<file path="config.mk">
export PLATFORM = sky130hd
export DESIGN_NAME = id_ex_stage
export DESIGN_NICKNAME = d
export VERILOG_FILES = /design/src/rtl/id_ex_stage.sv
export SDC_FILE = /design/constraint.sdc
export NUM_CORES = 1
export LEC_CHECK = 0
export BUFFER_PORTS_ARGS = -buffer_cell sky130_fd_sc_hd__buf_2
export CORE_ASPECT_RATIO = 1.2
export CORE_UTILIZATION = 47
export CTS_BUF_LIST = sky130_fd_sc_hd__clkbuf_4
export CTS_CLUSTER_SIZE = 16
export DETAILED_ROUTE_END_ITERATION = 8
export PLACE_DENSITY = 0.75
export SETUP_SLACK_MARGIN = 0.15
export SYNTH_ARGS = -nofsm -noshare
export SYNTH_HDL_FRONTEND = slang
export SYNTH_SLANG_ARGS = --single-unit
</file>
<file path="constraint.sdc">
create_clock -name clk -period 2.1 [get_ports clk]
set_input_delay 0.105 -clock clk [delete_from_list [all_inputs] [get_ports clk]]
set_output_delay 0.105 -clock clk [all_outputs]
set_load 0.01 [all_outputs]
</file>
<file path="src/rtl/id_ex_stage.sv">
// ID/EX pipeline register with load-use interlock, flush/back-pressure handling
// and saturating stall/bubble performance counters.
package id_ex_pkg;
  typedef struct packed {
    logic [6:0] opcode;
    logic [4:0] rd;
    logic [4:0] rs1;
    logic [4:0] rs2;
  } id_ex_bus_t;

  localparam logic [6:0] ALUopR = 7'b0110011;
  localparam logic [6:0] ALUopI = 7'b0010011;
  localparam logic [6:0] LW     = 7'b0000011;
  localparam logic [6:0] SW     = 7'b0100011;
endpackage

module id_ex_stage
  import id_ex_pkg::*;
#(
  parameter int CNT_W = 32
) (
  input  logic             clk,
  input  logic             rst_n,
  input  id_ex_bus_t       id_bus_in,
  input  logic             id_valid_in,
  input  logic             ex_stall_in,
  input  logic             flush_in,
  input  logic             clear_counts_in,
  output id_ex_bus_t       id_ex_bus_out,
  output logic             id_ex_valid_out,
  output logic             stall_id_out,
  output logic             load_use_out,
  output logic [CNT_W-1:0] stall_count_out,
  output logic [CNT_W-1:0] bubble_count_out
);

  localparam logic [CNT_W-1:0] CNT_MAX = {CNT_W{1'b1}};
  localparam logic [CNT_W-1:0] CNT_ONE = {{(CNT_W-1){1'b0}}, 1'b1};

  id_ex_bus_t       busR;
  logic             validR;
  logic             flushPendingR;
  logic [CNT_W-1:0] stallCountR;
  logic [CNT_W-1:0] bubbleCountR;

  logic effFlushS;
  logic usesRs2S;
  logic hitRs1S;
  logic hitRs2S;
  logic loadUseS;
  logic stallS;
  logic bubbleIncS;

  // Hazard detection against the LW currently held in the register.
  always_comb begin
    effFlushS = flush_in | flushPendingR;
    case (id_bus_in.opcode)
      ALUopI, LW: usesRs2S = 1'b0;
      default:    usesRs2S = 1'b1;
    endcase
    hitRs1S  = (id_bus_in.rs1 == busR.rd);
    hitRs2S  = usesRs2S & (id_bus_in.rs2 == busR.rd);
    loadUseS = id_valid_in & validR & (busR.opcode == LW) & (busR.rd != 5'd0)
             & ~effFlushS & (hitRs1S | hitRs2S);
    stallS   = ex_stall_in | loadUseS;
    // A flush during an EX stall is counted when it is finally applied.
    bubbleIncS = ~ex_stall_in & ((effFlushS & id_valid_in) | loadUseS);
  end

  // Pipeline register: stall holds, flush/load-use insert a bubble.
  always_ff @(posedge clk or negedge rst_n) begin
    if (!rst_n) begin
      busR          <= '0;
      validR        <= 1'b0;
      flushPendingR <= 1'b0;
    end else if (ex_stall_in) begin
      busR          <= busR;
      validR        <= validR;
      flushPendingR <= flushPendingR | flush_in;
    end else if (effFlushS || loadUseS) begin
      busR          <= '0;
      validR        <= 1'b0;
      flushPendingR <= 1'b0;
    end else begin
      busR          <= id_bus_in;
      validR        <= id_valid_in;
      flushPendingR <= 1'b0;
    end
  end

  // Saturating stall counter; clear beats increment.
  always_ff @(posedge clk or negedge rst_n) begin
    if (!rst_n) begin
      stallCountR <= '0;
    end else if (clear_counts_in) begin
      stallCountR <= '0;
    end else if (stallS && (stallCountR != CNT_MAX)) begin
      stallCountR <= stallCountR + CNT_ONE;
    end else begin
      stallCountR <= stallCountR;
    end
  end

  // Saturating bubble counter; clear beats increment.
  always_ff @(posedge clk or negedge rst_n) begin
    if (!rst_n) begin
      bubbleCountR <= '0;
    end else if (clear_counts_in) begin
      bubbleCountR <= '0;
    end else if (bubbleIncS && (bubbleCountR != CNT_MAX)) begin
      bubbleCountR <= bubbleCountR + CNT_ONE;
    end else begin
      bubbleCountR <= bubbleCountR;
    end
  end

  assign id_ex_bus_out    = busR;
  assign id_ex_valid_out  = validR;
  assign load_use_out     = loadUseS;
  assign stall_id_out     = stallS;
  assign stall_count_out  = stallCountR;
  assign bubble_count_out = bubbleCountR;

endmodule

</file>
Word-level counts from Yosys, hierarchy flattened

Cells that the tools add are included.

Add/sub/neg operators: 2
Bitwise gates (word level): 14
Reduce and logical (&&, ||, !) cells: 7
Multiplexer cells: 8
Eq/ne operators: 7

Operator list:

| cell                    | number |
|---|---|
| $mux W32                | 4 |
| $add A32 B1 Y32 const B | 2 |
| $ne A32 B32 Y1 const B  | 2 |
| $mux W22                | 1 |
| $eq A7 B2 Y1 const B    | 2 |
| $eq A5 B5 Y1            | 2 |
| $and A1 B1 Y1           | 8 |
| $eq A7 B5 Y1 const B    | 1 |
| $reduce_bool A5 Y1      | 1 |
| $or A1 B1 Y1            | 4 |
| $reduce_bool A2 Y1      | 2 |
| $mux W1                 | 3 |
| $logic_and A1 B1 Y1     | 2 |
| $not A1 Y1              | 2 |
| $reduce_or A2 Y1        | 1 |
| $logic_or A1 B1 Y1      | 1 |

Flip-flop bits (word level): 88
Input port bits: 28
Word-level logic and storage cells: 46

Logic depth before layout (Yosys ltp)

Gate-level depths: netlist of run 1.

Depth in word-level cells: 11
Mapped depth: 9

Least setup slack after synthesis of run 1

No wires, ideal clock.

Kind: register to register
Start point: register bubbleCountR[12], in the netlist bubble_count_out[12]
End point: register bubbleCountR[16], in the netlist bubble_count_out[16]
Setup time: 125 ps
Data arrival time: 2,225 ps
Required time: 1,975 ps
Slack: -251 ps
Clock period less this slack: 2,351 ps
Cell stages (with the launch flop): 9
Cell sequence: dfrtp_1 -> nand4_2 -> or3_1 -> buf_6 -> or4_4 -> buf_6 -> nand3_4 -> nor3_2 -> mux2_4

Longest elaborated chain between the ends: 3
Elaborated cells on any way between the ends: 6
Those cells by class: add/sub: 1; eq/ne: 1; mux: 2; reduce/logical: 2

RTL lines:

| element                                           | RTL line | source |
|---|---|---|
| start, declared                                   | 44       | `logic [CNT_W-1:0] bubbleCountR;` |
| start signal, assigned                            | 111      | `bubbleCountR <= bubbleCountR + CNT_ONE;` |
| start signal, assigned                            | 113      | `bubbleCountR <= bubbleCountR;` |
| $add A32 B1 Y32 or $ne A32 B32 Y1 (tied branches) | 111, 110 |  |
| $mux W32 or $logic_and A1 B1 Y1 (tied branches)   | 110      | `end else if (bubbleIncS && (bubbleCountR != CNT_MAX)) begin` |
| $mux W32 or $reduce_bool A2 Y1 (tied branches)    | -        |  |

Parallel ways exist; a longest one is shown, timed or not. The select of a mux whose other input is x is not followed.
A chain may end at the register's enable or synchronous reset.

Worst setup path after layout of run 1

Start point: register busR (netlist bit id_ex_bus_out[14])
End point: register stallCountR[31], in the netlist stall_count_out[31]

Longest elaborated chain between the ends: 7
Elaborated cells on any way between the ends: 11
Those cells by class: eq/ne: 2; bitwise: 6; reduce/logical: 3

RTL lines:

| element                                            | RTL line | source |
|---|---|---|
| start, declared                                    | 40       | `id_ex_bus_t busR;` |
| start signal, assigned                             | 77       | `busR <= busR;` |
| start signal, assigned                             | 85       | `busR <= id_bus_in;` |
| $eq A5 B5 Y1 or $reduce_bool A5 Y1 (tied branches) | 62, 63   |  |
| $and A1 B1 Y1 (on tied branches)                   | 62, 63   |  |
| $or A1 B1 Y1 or $and A1 B1 Y1 (tied branches)      | 64       | `& ~effFlushS & (hitRs1S \| hitRs2S);` |
| $and A1 B1 Y1 (*)                                  | 64       |  |
| $or A1 B1 Y1 (*)                                   | 65       | `stallS = ex_stall_in \| loadUseS;` |
| $logic_and A1 B1 Y1 (*)                            | 97       | `end else if (stallS && (stallCountR != CNT_MAX)) begin` |
| $reduce_bool A2 Y1 (no source line) (*)            | -        |  |
| end signal, assigned                               | 98       | `stallCountR <= stallCountR + CNT_ONE;` |
| end signal, assigned                               | 100      | `stallCountR <= stallCountR;` |
| end, declared                                      | 43       | `logic [CNT_W-1:0] stallCountR;` |

Every way passes the cells marked *; elsewhere a longest branch is shown, timed or not.

==> impl_results.md, run 1 <==
- # port buffers: approximately 120
- Crit-path cells: buf_6, xnor2_1, nand3_2, o22ai_2, buf_4, a21oi_4, buf_12, buf_4, or4_4, a21oi_2
- Ys Warns: 0
- FILL cells: 654
- Clk slew on worst S/H paths: ~0.15 ns
- Root Driver: clkbuf_4
- Hold WC Path Type: input port to flip-flop
- Die Area: roughly 10000 um2
- CTS tree: built
- Most common cell after layout, fill and taps aside: buf_2
- Cell mode on critical path: buf_4
- Tmin final: ~2.4 ns
- DR WL/cell: roughly 18 um
- Cell Rows: 39
- Synthesized area: roughly 4700 um2
- TritonCTS buffer count: 9
- Crit-path max FO: 6
- Placed Cells: a little under 800
- Post-synth EDFFs: 0
- Remaining global-route overflow: 0
- Final Hold Fails: 0
- Most frequent cells in the layout: buf_2 (113), buf_4 (91), dfrtp_1 (82)
- Die X: 93.6 um
- First-pass iteration count of the detailed router: 5
- Area delta synth->final: 50.2%
- Clock Path Buffers: 2
- Routability cong.: roughly 0.88
- Worst hold start: flush_in
- Required time worst endpoint: between 2 and 3 ns
- Crit path capture type: flip-flop
- Final Non-Filler Cells: 857
- H-tree Lvls: 3
- Post-route worst setup slack: -0.324 ns
- Utilization after layout: 73.5%
- GRT Util Overall: between 20% and 30%
- First-pass GRT wire length: between 20000 and 25000 um
- CP peak stage delay: around 0.50 ns
- Slew HR: between 40% and 50%
- Syn Inst Count: 497
- DP Wirelength: just over 9000 um
- 1st-iter DRT viols: around 240
- Status: finished with violations
- Syn Nets: 527
- WP data arrival: ~2.8 ns
- RSZ-0062 raised after global routing: true
- Startpoint Class: flip-flop
- Sink Count: between 80 and 90
- Slew @ Worst Pin: 0.789 ns
- Reg2reg start: id_ex_bus_out[14]
- Async SR Flop Fraction: 100%
- Insertion delay to the later sink of the worst-skew pair: between 0.4 and 0.5 ns
- ANT nets after route: 0
- Critical path origin: id_ex_bus_out[14]
- Fmax: 412 MHz
- Final setup vio count: between 60 and 70
- Starting Density: roughly 49%
- Slowest stage cell on the critical path: or4_4
- Vias per std cell: just under 6
- Pwr dens: between 500 and 600 nW/um2
- Max-Cap Viols: 0
- Final critical-path share of the clock period: 115%
- Core box area: between 9000 and 10000 um2
- IO Pins: ~120
- Synth Flop Type: dfrtp_1
- Yosys cell types: 47
- Largest net degree at the start of global routing: between 40 and 50
- Via count: ~5000
- Seq/Total Area, Yosys: 46.6%
- WS Path Type: flip-flop to flip-flop
- Vias in the first global route: slightly below 5000
- Nets: 759
- Failing checks: setup timing
- Clk_skew: just over 0.02 ns
- Ant diodes: 0
- Initial antenna violation count: 0
- Post-route DRC violation count: 0
- Syn Area/Cell: between 9 and 10 um2
- Die Span Y: around 110 um
- Register bit total from synthesis: approximately 90
- Final WL: 15300 um
- Worst vdd ir: slightly below 0.4 mV
- Fin. max-slew vios: 0
- Static leakage: about 0.0033 uW
- Layout cells sized above 1: about 45%
## final cells by class
class	instances	area [um2]	share of cell area [%]
inverters	12	47.5	0.670
multi-input cells	367	2640	37.2
clock inverters	7	134	1.89
flip-flops and latches	88	2210	31.1
clock buffers	9	67.6	0.952
well taps	123	154	2.17
repair buffers	251	1850	26.0
## synthesized netlist by cell type, drive strengths merged (8+ instances only)
| cell | instances | area [um2] |
|---|---|---|
| a21oi | 50 | 254 |
| a22o | 23 | 201 |
| and3 | 8 | 50.1 |
| buf | 10 | 80.1 |
| clkbuf | 20 | 75.1 |
| dfrtp | 88 | 2200 |
| inv | 12 | 45.0 |
| mux2 | 12 | 150 |
| nand2 | 31 | 116 |
| nand3 | 19 | 108 |
| nand4 | 22 | 144 |
| nor2 | 29 | 109 |
| nor2b | 10 | 62.6 |
| nor3 | 13 | 90.1 |
| o21ai | 34 | 170 |
| o31ai | 16 | 120 |
| or3 | 37 | 233 |
| or4 | 18 | 139 |
| xnor2 | 11 | 96.3 |
## repair_timing
action	in CTS	in global routing
endpoints found under the setup margin	89	89
gates resized for setup	39	30
endpoints found under the hold margin	66	0
cloned	2	2
hold buffers	25	0
buffers inserted	13	10
pin swaps	18	17
## layer usage
metal	track usage (%)	share of wire (%)	vias up
met5	0	0	-
met4	14.2	3.5	0
met3	5.05	5.2	46
met2	49.8	52	203
met1	35.3	39	2491
li1	-	-	2321
## registers in the layout, indices dropped and copies added (netlist names)
signal            flops
bubble_count_out     32
stall_count_out      32
id_ex_bus_out        22
flushPendingR         1
id_ex_valid_out       1
## per-stage QoR
| stage | TNS (ns) | cell area [um2] | setup slack (ns) | hold WS, ns | total power [uW] |
|---|---|---|---|---|---|
| after floorplan | -2.91 | 4880 | -0.220 | -0.191 | 1980 |
| after global placement | -1.39 | 6110 | -0.133 | 0.143 | 2160 |
| after detailed placement | -4.29 | 6110 | -0.148 | 0.140 | 2170 |
| after CTS | -7.23 | 6870 | -0.227 | 0.00669 | 3570 |
| after global routing | -17.02 | 7100 | -0.405 | 0.0317 | 3740 |
| final | -11.03 | 7100 | -0.324 | 0.0313 | 3600 |
## critical path: cells and delay by family, from the launching register on
kind	cells	cell delay, ns
flops	1	0.45
simple gates	2	0.66
buf+inv	4	0.56
xor+xnor	1	0.22
compound gates	3	0.46
## cells by family (layout without fill, tap and decap cells)
group                    count (synthesis)  in the layout  share of synthesized area (%)
adder cells (fa/ha/maj)                  2              2                          0.529
buffers and inverters                   42            279                           4.23
multiplexers                            13             13                           3.39
AND/OR/NAND/NOR                        213            213                           26.5
flip-flops                              88             88                           46.6
XOR/XNOR                                12             12                           2.22
AO/OA/AOI/OAI                          127            127                           16.6
## power by group
part	switching (uW)	internal, uW	leakage (uW)
registers	30.6	1730	0.00120
clock network	606	714	0.000107
logic	267	248	0.00194
total	904	2700	0.00325
## final timing paths
kind / to / slack [ns] / depth (start not counted)
min in group asynchronous: id_ex_bus_out[0] / 0.16 / 2
worst max-delay path: stall_count_out[31] / -0.32 / 10
worst min-delay path: flushPendingR / 0.03 / 4
worst max register to register: stall_count_out[31] / -0.32 / 10
max in group asynchronous: bubble_count_out[12] / 1.28 / 3
worst min register to register: id_ex_bus_out[6] / 0.53 / 1
(Power assumes the default switching activity.)
==> inputs of run 2 (changes only) <==
MAX_ROUTING_LAYER = met4   (was not set)
==> run 2 against run 1 <==
Against the previous run: the flow still finishes with violations (setup timing); sequential share of layout area is the same; global-route usage grew 0.85 points; combinational power is essentially flat; worst setup slack gained 0.0042 ns; utilization is the same; highest routed layer unchanged.
==> impl_results.md, run 2 (synthesized netlist as in run 1, its figures left out) <==
- Cell Rows: 39 (unchanged)
- Hold Worst Slack: 0.0340 ns (+0.00269 ns)
- Clock Path Buffers: 2 (unchanged)
- WS Path Type: flip-flop to flip-flop
- Post-route DRC violation count: 0 (unchanged)
- CTS tree: built
- Clk_skew: 0.0209 ns (+0.000322 ns)
- FILL cells: 654 (unchanged)
- Slew @ Worst Pin: 0.783 ns (-0.00611 ns)
- Crit path capture type: flip-flop
- Final critical-path share of the clock period: 115% (-0.20 points)
- RSZ-0062 raised after global routing: true
- ANT nets after route: 0 (unchanged)
- Die Area: 10500 um2 (unchanged)
- Final setup vio count: 63 (unchanged)
- GRT Util Overall: 30.0% (+0.85 points)
- Vias in the first global route: 4890 (-0.061%)
- Routability cong.: 0.897 (+1.7%)
- Post-route worst setup slack: -0.320 ns (+0.00416 ns)
- First-pass GRT wire length: 23900 um (about the same)
- First-pass iteration count of the detailed router: 4 (-1)
- Insertion delay to the later sink of the worst-skew pair: 0.47 ns (about the same)
- Largest net degree at the start of global routing: 46 (unchanged)
- Core box area: 9660 um2 (unchanged)
- IO Pins: 117 (unchanged)
- 1st-iter DRT viols: 239 (unchanged)
- Final Hold Fails: 0 (unchanged)
- Sink Count: 88 (unchanged)
- Ant diodes: 0 (unchanged)
- Clk pwr share: 36.8% (about the same)
- Crit-path max FO: 6 (unchanged)
- Status: finished with violations
- Area delta synth->final: 50.2% (unchanged)
- Die Span Y: 112 um (unchanged)
- Via count: 5064 (+0.059%)
- Internal: 2700 uW (about the same)
- Startpoint Class: flip-flop
- WP data arrival: 2.82 ns (about the same)
- Fmax: 413 MHz (+0.17%)
- Area after DPL: 6110 um2 (unchanged)
- H-tree Lvls: 3 (unchanged)
- Reg power frac: 48.9% (about the same)
- Slew HR: 47.8% (+0.41 points)
- Fin. max-slew vios: 0 (unchanged)
- Static leakage: 0.00325 uW (unchanged)
- DP Wirelength: 9300 um (unchanged)
- Root Driver: clkbuf_4
- Failing checks: setup timing
- Switching part of the total: 25.2% (+0.086 points)
- TritonCTS buffer count: 9 (unchanged)
- Required time worst endpoint: 2.50 ns (about the same)
- Pwr dens: 507 nW/um2 (+0.12%)
- DR WL/cell: 17.9 um (about the same)
- Most frequent cells in the layout: buf_2 (113), buf_4 (91), dfrtp_1 (82)
- # port buffers: 116 (unchanged)
- Nets: 759 (unchanged)
- Die X: 93.6 um (unchanged)
- Worst vdd ir: 0.397 mV (about the same)
- Remaining global-route overflow: 0 (unchanged)
- Initial antenna violation count: 0 (unchanged)
- Layout cells sized above 1: 44.7% (unchanged)
- Max-Cap Viols: 0 (unchanged)
- Hold WC Path Type: input port to flip-flop
- Final WL: 15300 um (about the same)
- Tmin final: 2.42 ns (-0.00416 ns)
- Clk slew on worst S/H paths: 0.15 ns (about the same)
- Fin area: 7100 um2 (unchanged)
- Vias per std cell: 5.91 (about the same)
- Combinational fraction of design power: 14.3% (about the same)
- Most common cell after layout, fill and taps aside: buf_2
- Starting Density: 48.9% (unchanged)
- Psw: 908 uW (+0.47%)
run 2: cell counts in the layout (fill, tap and decap cells not counted):
No cell type changed its count.
run 2: final timing paths:
check | slack, ns | startpoint | end | cells after the start
setup / recovery | -0.32 | id_ex_bus_out[14] | stall_count_out[31] | 10
hold / removal | 0.03 | flush_in | flushPendingR | 4
setup reg to reg | -0.32 | id_ex_bus_out[14] | stall_count_out[31] | 10
hold reg to reg | 0.53 | id_ex_bus_out[6] | id_ex_bus_out[6] | 1
max in group asynchronous | 1.27 | rst_n | bubble_count_out[12] | 3
min in group asynchronous | 0.16 | rst_n | id_ex_bus_out[0] | 2
run 2: worst max-delay path: stages (launching register included):
cell	delay (ns)
dfrtp_2	0.45
buf_6	0.13
xnor2_1	0.22
nand3_2	0.16
o22ai_2	0.26
buf_4	0.17
a21oi_4	0.06
buf_12	0.13
buf_4	0.13
or4_4	0.50
a21oi_2	0.14
run 2: cell type report:
type	instances	area [um2]	area share, %
multi-input combinational	367	2640	37.2
tap	123	154	2.17
clock inverter	7	134	1.89
inverter	12	47.5	0.670
timing repair buffer	251	1850	26.0
clock buffer	9	67.6	0.952
sequential	88	2210	31.1
run 2: power groups by stage:
stage               Sequential [uW]  Clock (uW)  Combinational [uW]
finish                         1760        1320                 516
global placement               1790           0                 367
global route                   1770        1420                 551
detailed placement             1790           0                 377
CTS                            1760        1340                 475
floorplan                      1810           0                 167
run 2: metrics by stage:
stage | util [%] | instances | TNS (ns) | setup WS, ns | total power [uW]
2_1_floorplan | - | 497 | -2.91 | -0.220 | 1980
3_3_place_gp | 63.2 | 789 | -1.39 | -0.133 | 2160
3_5_place_dp | 63.2 | 789 | -4.29 | -0.148 | 2170
4_1_cts | 71.1 | 845 | -7.23 | -0.227 | 3570
5_1_grt | 73.5 | 857 | -17.01 | -0.404 | 3730
6_report | 73.5 | 857 | -10.78 | -0.320 | 3600
run 2: repair_timing:
action                     in CTS  in global routing
hold endpoints to repair       66                  0
setup endpoints to repair      89                 89
resized for setup              39                 30
cloned                          2                  2
hold buffers                   25                  0
pin swaps                      18                 17
buffers inserted               13                 10
run 2: per-layer routing:
layer | vias up | share of wire (%) | wire, um | track usage (%)
met5 | - | 0 | 0 | -
met4 | 0 | 3.1 | 478 | 14.2
met3 | 40 | 5.4 | 832 | 4.71
met2 | 205 | 53 | 8050 | 49.7
met1 | 2494 | 39 | 5960 | 35.6
li1 | 2325 | - | - | -
